`config.mk`:
```
export PLATFORM = sky130hd
export DESIGN_NAME = ifetch_buffer
export DESIGN_NICKNAME = d
export VERILOG_FILES = /design/src/rtl/ifetch_buffer_pkg.sv /design/src/rtl/ifb_fifo.sv /design/src/rtl/ifetch_buffer.sv
export SDC_FILE = /design/constraint.sdc
export NUM_CORES = 1
export LEC_CHECK = 0
export ABC_AREA = 1
export BUFFER_PORTS_ARGS = -buffer_cell sky130_fd_sc_hd__buf_2
export CAP_MARGIN = 10
export CORE_MARGIN = 2
export CORE_UTILIZATION = 45
export DETAILED_ROUTE_END_ITERATION = 8
export PLACE_DENSITY = 0.68
export SLEW_MARGIN = 0
export SYNTH_ARGS = -nofsm -noshare
export SYNTH_HDL_FRONTEND = slang
export SYNTH_SLANG_ARGS = --single-unit
export TNS_END_PERCENT = 1
```
`constraint.sdc`:
```
create_clock -name clk -period 3.2 [get_ports clk]
set_input_delay 0.64 -clock clk [delete_from_list [all_inputs] [get_ports clk]]
set_output_delay 0.64 -clock clk [all_outputs]
set_load 0.01 [all_outputs]
```
`src/rtl/ifetch_buffer_pkg.sv`:
```
// Shared definitions for the instruction fetch buffer: sizing, reset PC and
// the fetch-response record stored per queued instruction.
package ifetch_buffer_pkg;

  localparam int          IFB_DEPTH  = 4;
  localparam logic [31:0] INITIAL_PC = 32'h0000_0200;

  // Kept as a struct so per-fetch status (e.g. a bus fault flag) can be added.
  typedef struct packed {
    logic [31:0] instr;
  } fetch_rsp_t;

  function automatic logic [31:0] align_word(input logic [31:0] pc);
    return pc & 32'hFFFF_FFFC;
  endfunction

endpackage

```
`src/rtl/ifb_fifo.sv`:
```
// Generic synchronous FIFO with a synchronous clear; full/empty come from an
// extra wrap bit on each pointer.
module ifb_fifo
  import ifetch_buffer_pkg::*;
#(
  parameter int DEPTH = IFB_DEPTH
) (
  input  logic       clk,
  input  logic       rst_n,
  input  logic       clear,
  input  logic       push,
  input  fetch_rsp_t push_data,
  input  logic       pop,
  output fetch_rsp_t head,
  output logic       full,
  output logic       empty
);

  localparam int          AW      = $clog2(DEPTH);
  localparam logic [AW:0] PTR_ONE = (AW+1)'(1);

  fetch_rsp_t  mem_r [DEPTH];
  logic [AW:0] wr_ptr_r;
  logic [AW:0] rd_ptr_r;
  logic        do_push_s;
  logic        do_pop_s;

  assign empty     = (wr_ptr_r == rd_ptr_r);
  assign full      = (wr_ptr_r[AW] != rd_ptr_r[AW]) &&
                     (wr_ptr_r[AW-1:0] == rd_ptr_r[AW-1:0]);
  assign do_push_s = push && !full && !clear;
  assign do_pop_s  = pop && !empty && !clear;
  assign head      = mem_r[rd_ptr_r[AW-1:0]];

  // Storage write; contents are only meaningful between the pointers.
  always_ff @(posedge clk) begin
    if (do_push_s) begin
      mem_r[wr_ptr_r[AW-1:0]] <= push_data;
    end
  end

  // Pointer update with clear taking priority over push and pop.
  always_ff @(posedge clk) begin
    if (!rst_n) begin
      wr_ptr_r <= {(AW+1){1'b0}};
      rd_ptr_r <= {(AW+1){1'b0}};
    end else if (clear) begin
      wr_ptr_r <= {(AW+1){1'b0}};
      rd_ptr_r <= {(AW+1){1'b0}};
    end else begin
      if (do_push_s) begin
        wr_ptr_r <= wr_ptr_r + PTR_ONE;
      end
      if (do_pop_s) begin
        rd_ptr_r <= rd_ptr_r + PTR_ONE;
      end
    end
  end

endmodule

```
`src/rtl/ifetch_buffer.sv`:
```
// Instruction fetch buffer: credit-limited request issue to IROM, in-order
// response queueing, redirect flush with stale-response dropping.
module ifetch_buffer
  import ifetch_buffer_pkg::*;
#(
  parameter int DEPTH  = IFB_DEPTH,
  parameter int ADDR_W = 14
) (
  input  logic              clk,
  input  logic              rst_n,
  input  logic              redirect_i,
  input  logic [31:0]       redirect_pc_i,
  output logic              imem_req_o,
  output logic [ADDR_W-1:0] imem_addr_o,
  input  logic              imem_gnt_i,
  input  logic              imem_rvalid_i,
  input  logic [31:0]       imem_rdata_i,
  output logic              instr_valid_o,
  output logic [31:0]       instr_o,
  output logic [31:0]       pc_o,
  output logic [31:0]       pc4_o,
  input  logic              instr_ready_i
);

  localparam int          CW       = $clog2(DEPTH) + 1;
  localparam logic [CW-1:0] CNT_ONE  = CW'(1);
  localparam logic [CW-1:0] CNT_ZERO = {CW{1'b0}};
  localparam logic [CW:0]   DEPTH_C  = (CW+1)'(DEPTH);

  logic [31:0]   fpc_r;
  logic [31:0]   hpc_r;
  logic [CW-1:0] count_r;
  logic [CW-1:0] inflight_r;
  logic [CW-1:0] drop_r;

  logic [CW:0]   credit_used_s;
  logic          req_s;
  logic          fire_s;
  logic          discard_s;
  logic          push_s;
  logic          pop_s;
  logic          valid_s;
  logic [CW-1:0] inflight_after_rsp_s;
  logic [CW-1:0] inflight_nxt_s;
  logic [CW-1:0] count_nxt_s;
  fetch_rsp_t    rsp_s;
  fetch_rsp_t    head_s;
  logic          fifo_full_s;
  logic          fifo_empty_s;

  // Credits cover queued entries plus live (not-to-be-dropped) fetches.
  assign credit_used_s = {1'b0, count_r} + {1'b0, inflight_r} - {1'b0, drop_r};
  assign req_s         = rst_n && !redirect_i && (credit_used_s < DEPTH_C);
  assign fire_s        = req_s && imem_gnt_i;
  assign discard_s     = (drop_r != CNT_ZERO);
  assign push_s        = imem_rvalid_i && !discard_s && !redirect_i && !fifo_full_s;
  assign valid_s       = rst_n && (count_r != CNT_ZERO);
  assign pop_s         = valid_s && instr_ready_i && !redirect_i && !fifo_empty_s;

  assign inflight_after_rsp_s = imem_rvalid_i ? (inflight_r - CNT_ONE) : inflight_r;
  assign inflight_nxt_s       = fire_s ? (inflight_after_rsp_s + CNT_ONE) : inflight_after_rsp_s;

  // Next queue occupancy for the non-redirect case.
  always_comb begin
    count_nxt_s = count_r;
    case ({push_s, pop_s})
      2'b10:   count_nxt_s = count_r + CNT_ONE;
      2'b01:   count_nxt_s = count_r - CNT_ONE;
      default: count_nxt_s = count_r;
    endcase
  end

  // Fetch/head PCs and counters; redirect overrides push, pop and responses.
  always_ff @(posedge clk) begin
    if (!rst_n) begin
      fpc_r      <= INITIAL_PC;
      hpc_r      <= INITIAL_PC;
      count_r    <= CNT_ZERO;
      inflight_r <= CNT_ZERO;
      drop_r     <= CNT_ZERO;
    end else if (redirect_i) begin
      fpc_r      <= align_word(redirect_pc_i);
      hpc_r      <= align_word(redirect_pc_i);
      count_r    <= CNT_ZERO;
      inflight_r <= inflight_after_rsp_s;
      drop_r     <= inflight_after_rsp_s;
    end else begin
      if (fire_s) begin
        fpc_r <= fpc_r + 32'd4;
      end
      if (pop_s) begin
        hpc_r <= hpc_r + 32'd4;
      end
      if (imem_rvalid_i && discard_s) begin
        drop_r <= drop_r - CNT_ONE;
      end
      count_r    <= count_nxt_s;
      inflight_r <= inflight_nxt_s;
    end
  end

  assign rsp_s.instr = imem_rdata_i;

  ifb_fifo #(
    .DEPTH (DEPTH)
  ) u_fifo (
    .clk       (clk),
    .rst_n     (rst_n),
    .clear     (redirect_i),
    .push      (push_s),
    .push_data (rsp_s),
    .pop       (pop_s),
    .head      (head_s),
    .full      (fifo_full_s),
    .empty     (fifo_empty_s)
  );

  assign imem_req_o    = req_s;
  assign imem_addr_o   = fpc_r[ADDR_W+1:2];
  assign instr_valid_o = valid_s;
  assign instr_o       = head_s.instr;
  assign pc_o          = hpc_r;
  assign pc4_o         = hpc_r + 32'd4;

endmodule

```
==> flow_summary_export.csv <==
group,metric,value,unit
drt,drc,0,
critical_path,path_class,"reg2out",
final_layout,final_common_cell,"nand2_1",
synth,synth-edff-count,128,
drt,totalWireLength,22700,µm
placement,numPortBuffers,175,
final_layout,drive_above_1_share,21.10,%
timing,fin_crit_sh,94.44,%
synth,yosysSeqAreaShare,56.00,%
timing,finalSetupViolCount,0,
power,ir_drop,0.3791,mV
final_layout,area_growth_syn_to_layout,19.45,%
critical_path,end_kind,"output pin",
drt,first_pass_iters,5,
timing,skew,0.01552,ns
power,p_clk_share,39.5,%
global_routing,overflow,0,
synth,yosys_warnings,0,
critical_path,startpoint_type,"register",
critical_path,crit_fanout,3,
timing,relSlewSlack,31.81,%
power,combPwrFrac,10.1,%
timing,drv_slew,0,
power,swShare,27.33,%
synth,synth_cell_type_count,41,
synth,yosys-top-cells-area,"edfxtp_1 42%, dfxtp_1 14%, nand2_1 9.7%",
floorplan,boundaryPins,182,
global_routing,antenna_found_initial,0,
final_layout,num-fill-cells,1792,
min_path,hold_class,"in2reg",
floorplan,rows,51,
timing,max_freq,330.9,MHz
clock_network,ctsHoldBuffers,0,
critical_path,cp_data_arrival_time,2.38,ns
global_routing,grt_usage,21.36,%
global_routing,grt_pass1_vias,7174,
timing,rsz0062_at_grt,"false",
global_routing,grt_max_degree,65,
timing,setup_tns,0,ns
floorplan,die-width,145.8,µm
synth,netlist.area_leader.share,42.50,%
placement,pre_cts_slack,0.4909,ns
power,power_density,505.5,nW/µm²
synth,netlist_area,9045,µm²
clock_network,cts_resized,0,
final_layout,fin_nets,1274,
synth,syn_area_per_cell,8.885,µm²
drt,drtAntennaViolNets,0,
global_routing,grt_first_pass_wirelength,36150,µm
clock_network,numCtsBuffers,17,
placement,gp_congestion,0.9056,
synth,async_flop_share,0,%
clock_network,root_buffer,"clkbuf_16",
synth,synth_seq_cells,189,
floorplan,coreArea,19590,µm²
clock_network,post_cts_buffers,0,
final_layout,diodes,0,
drt,num_vias,7587,
drt,drt-initial-drc-count,445,
clock_network,cts_tree,"done",
power,p_leak,4.452,nW
flow_run,drv_cap,0,
timing,hold_viol_final,0,
status,status,"finished clean",
power,power_frac_seq,50.4,%
clock_network,clock_latency,0.44,ns
power,switching_power,0.001493,W
floorplan,die_y,145.8,µm
timing,fin_crit,3.022,ns
timing,max_slew.worst_pin.slew,1.022,ns
clock_network,h-tree-depth,4,
final_layout,final_cell_mix,"234 x nand2_1, 175 x buf_2, 147 x nor2_1",
clock_network,path_clk_slew,0.08,ns
power,intPower,0.003969,W
synth,synthFlopType,"edfxtp_1",
clock_network,cts_sinks,189,
floorplan,dieArea,21250,µm²
placement,dp_hpwl,15120,µm
critical_path,worstPathRequired,2.56,ns
placement,place_inst,1432,
timing,setup_slack,0.1779,ns
final_layout,instances_no_fill,1464,
synth,syn_inst,1018,
clock_network,clock_path_buffers,2,
drt,wl_per_cell,15.51,µm
drt,avgViaCountPerCell,5.182,
floorplan,start_util,46.17,%
synth,synth_top_cell_by_area,"edfxtp_1",
[cell type report]
class / count / area, µm² / area share (%)
inverter: 81 / 306.5 / 2.837
tap: 265 / 331.6 / 3.069
multi-input combinational: 708 / 3483 / 32.24
clock inverter: 15 / 197.7 / 1.830
sequential: 189 / 5066 / 46.89
clock buffer: 17 / 425.4 / 3.937
timing repair buffer: 189 / 993.5 / 9.195
[cell families (layout without fill, tap and decap cells)]
logic type | after synthesis | count (layout) | synth area share (%)
simple gates | 482 | 482 | 22.55
flops | 189 | 189 | 56.00
compound gates | 185 | 185 | 11.05
buf+inv | 124 | 302 | 5.782
xor+xnor | 19 | 19 | 1.840
fa+ha+maj | 18 | 18 | 2.739
other cells | 1 | 4 | 0.04146
[cells in the mapped netlist (all sizes together) (10+ instances only)]
cell / number
inv: 79
o22ai: 32
nand3: 57
nand2: 241
o21ai: 91
xnor2: 12
nand3b: 10
dfxtp: 61
buf: 20
nor2: 162
ha: 15
edfxtp: 128
a21oi: 47
clkbuf: 23
[worst paths after layout]
kind / start / to / slack, ns / cells after the start
max: count_r[1] / imem_req_o / 0.18 / 11
min: imem_rdata_i[20] / u_fifo.mem_r[3][20] / 0.41 / 1
max reg2reg: count_r[1] / fpc_r[3] / 0.80 / 13
min reg2reg: u_fifo.rd_ptr_r[2] / u_fifo.rd_ptr_r[2] / 0.49 / 2
[sequential cells by signal, indices dropped and copies added, names as in the netlist, named ones only]
| register | flops |
|---|---|
| u_fifo.wr_ptr_r | 3 |
| u_fifo.mem_r | 128 |
| u_fifo.rd_ptr_r | 3 |
| count_r | 3 |
| drop_r | 3 |
| inflight_r | 3 |
| fpc_r | 14 |
| pc_o | 30 |
[routing by layer]
metal / vias up / routed length, µm / track usage [%]
li1: 3762 / - / -
met1: 3501 / 9789 / 27.77
met2: 289 / 10670 / 35.12
met3: 35 / 1726 / 4.828
met4: 0 / 520 / 7.843
met5: - / 0 / 0
[stage by stage]
step	cell area, µm²	hold slack, ns	utilization [%]	power [W]
after floorplan	9056	0.4539	-	0.003132
after CTS	10800	0.3916	55.15	0.005511
after global routing	10800	0.3885	55.15	0.005686
final	10800	0.4125	55.15	0.005462
after global placement	10180	0.4764	51.97	0.003346
after detailed placement	10180	0.4843	51.97	0.003359
[critical path: stages, from the launching register on]
cell	delay (ns)
dfxtp_1	0.39
inv_1	0.11
fa_1	0.54
inv_1	0.04
ha_1	0.28
nand2_1	0.05
nor2_1	0.09
nor2_1	0.04
nand2_1	0.10
nand3_1	0.11
inv_1	0.07
buf_2	0.12
[power by group through the flow]
stage,clock network [W],registers [W],logic [W]
2_1_floorplan,0,0.00280,0.000329
5_1_grt,0.00230,0.00276,0.000628
3_3_place_gp,0,0.00280,0.000543
3_5_place_dp,0,0.00281,0.000554
4_1_cts,0.00220,0.00275,0.000557
6_report,0.00216,0.00275,0.000554
No activity file was read; power rests on OpenSTA's default activity.
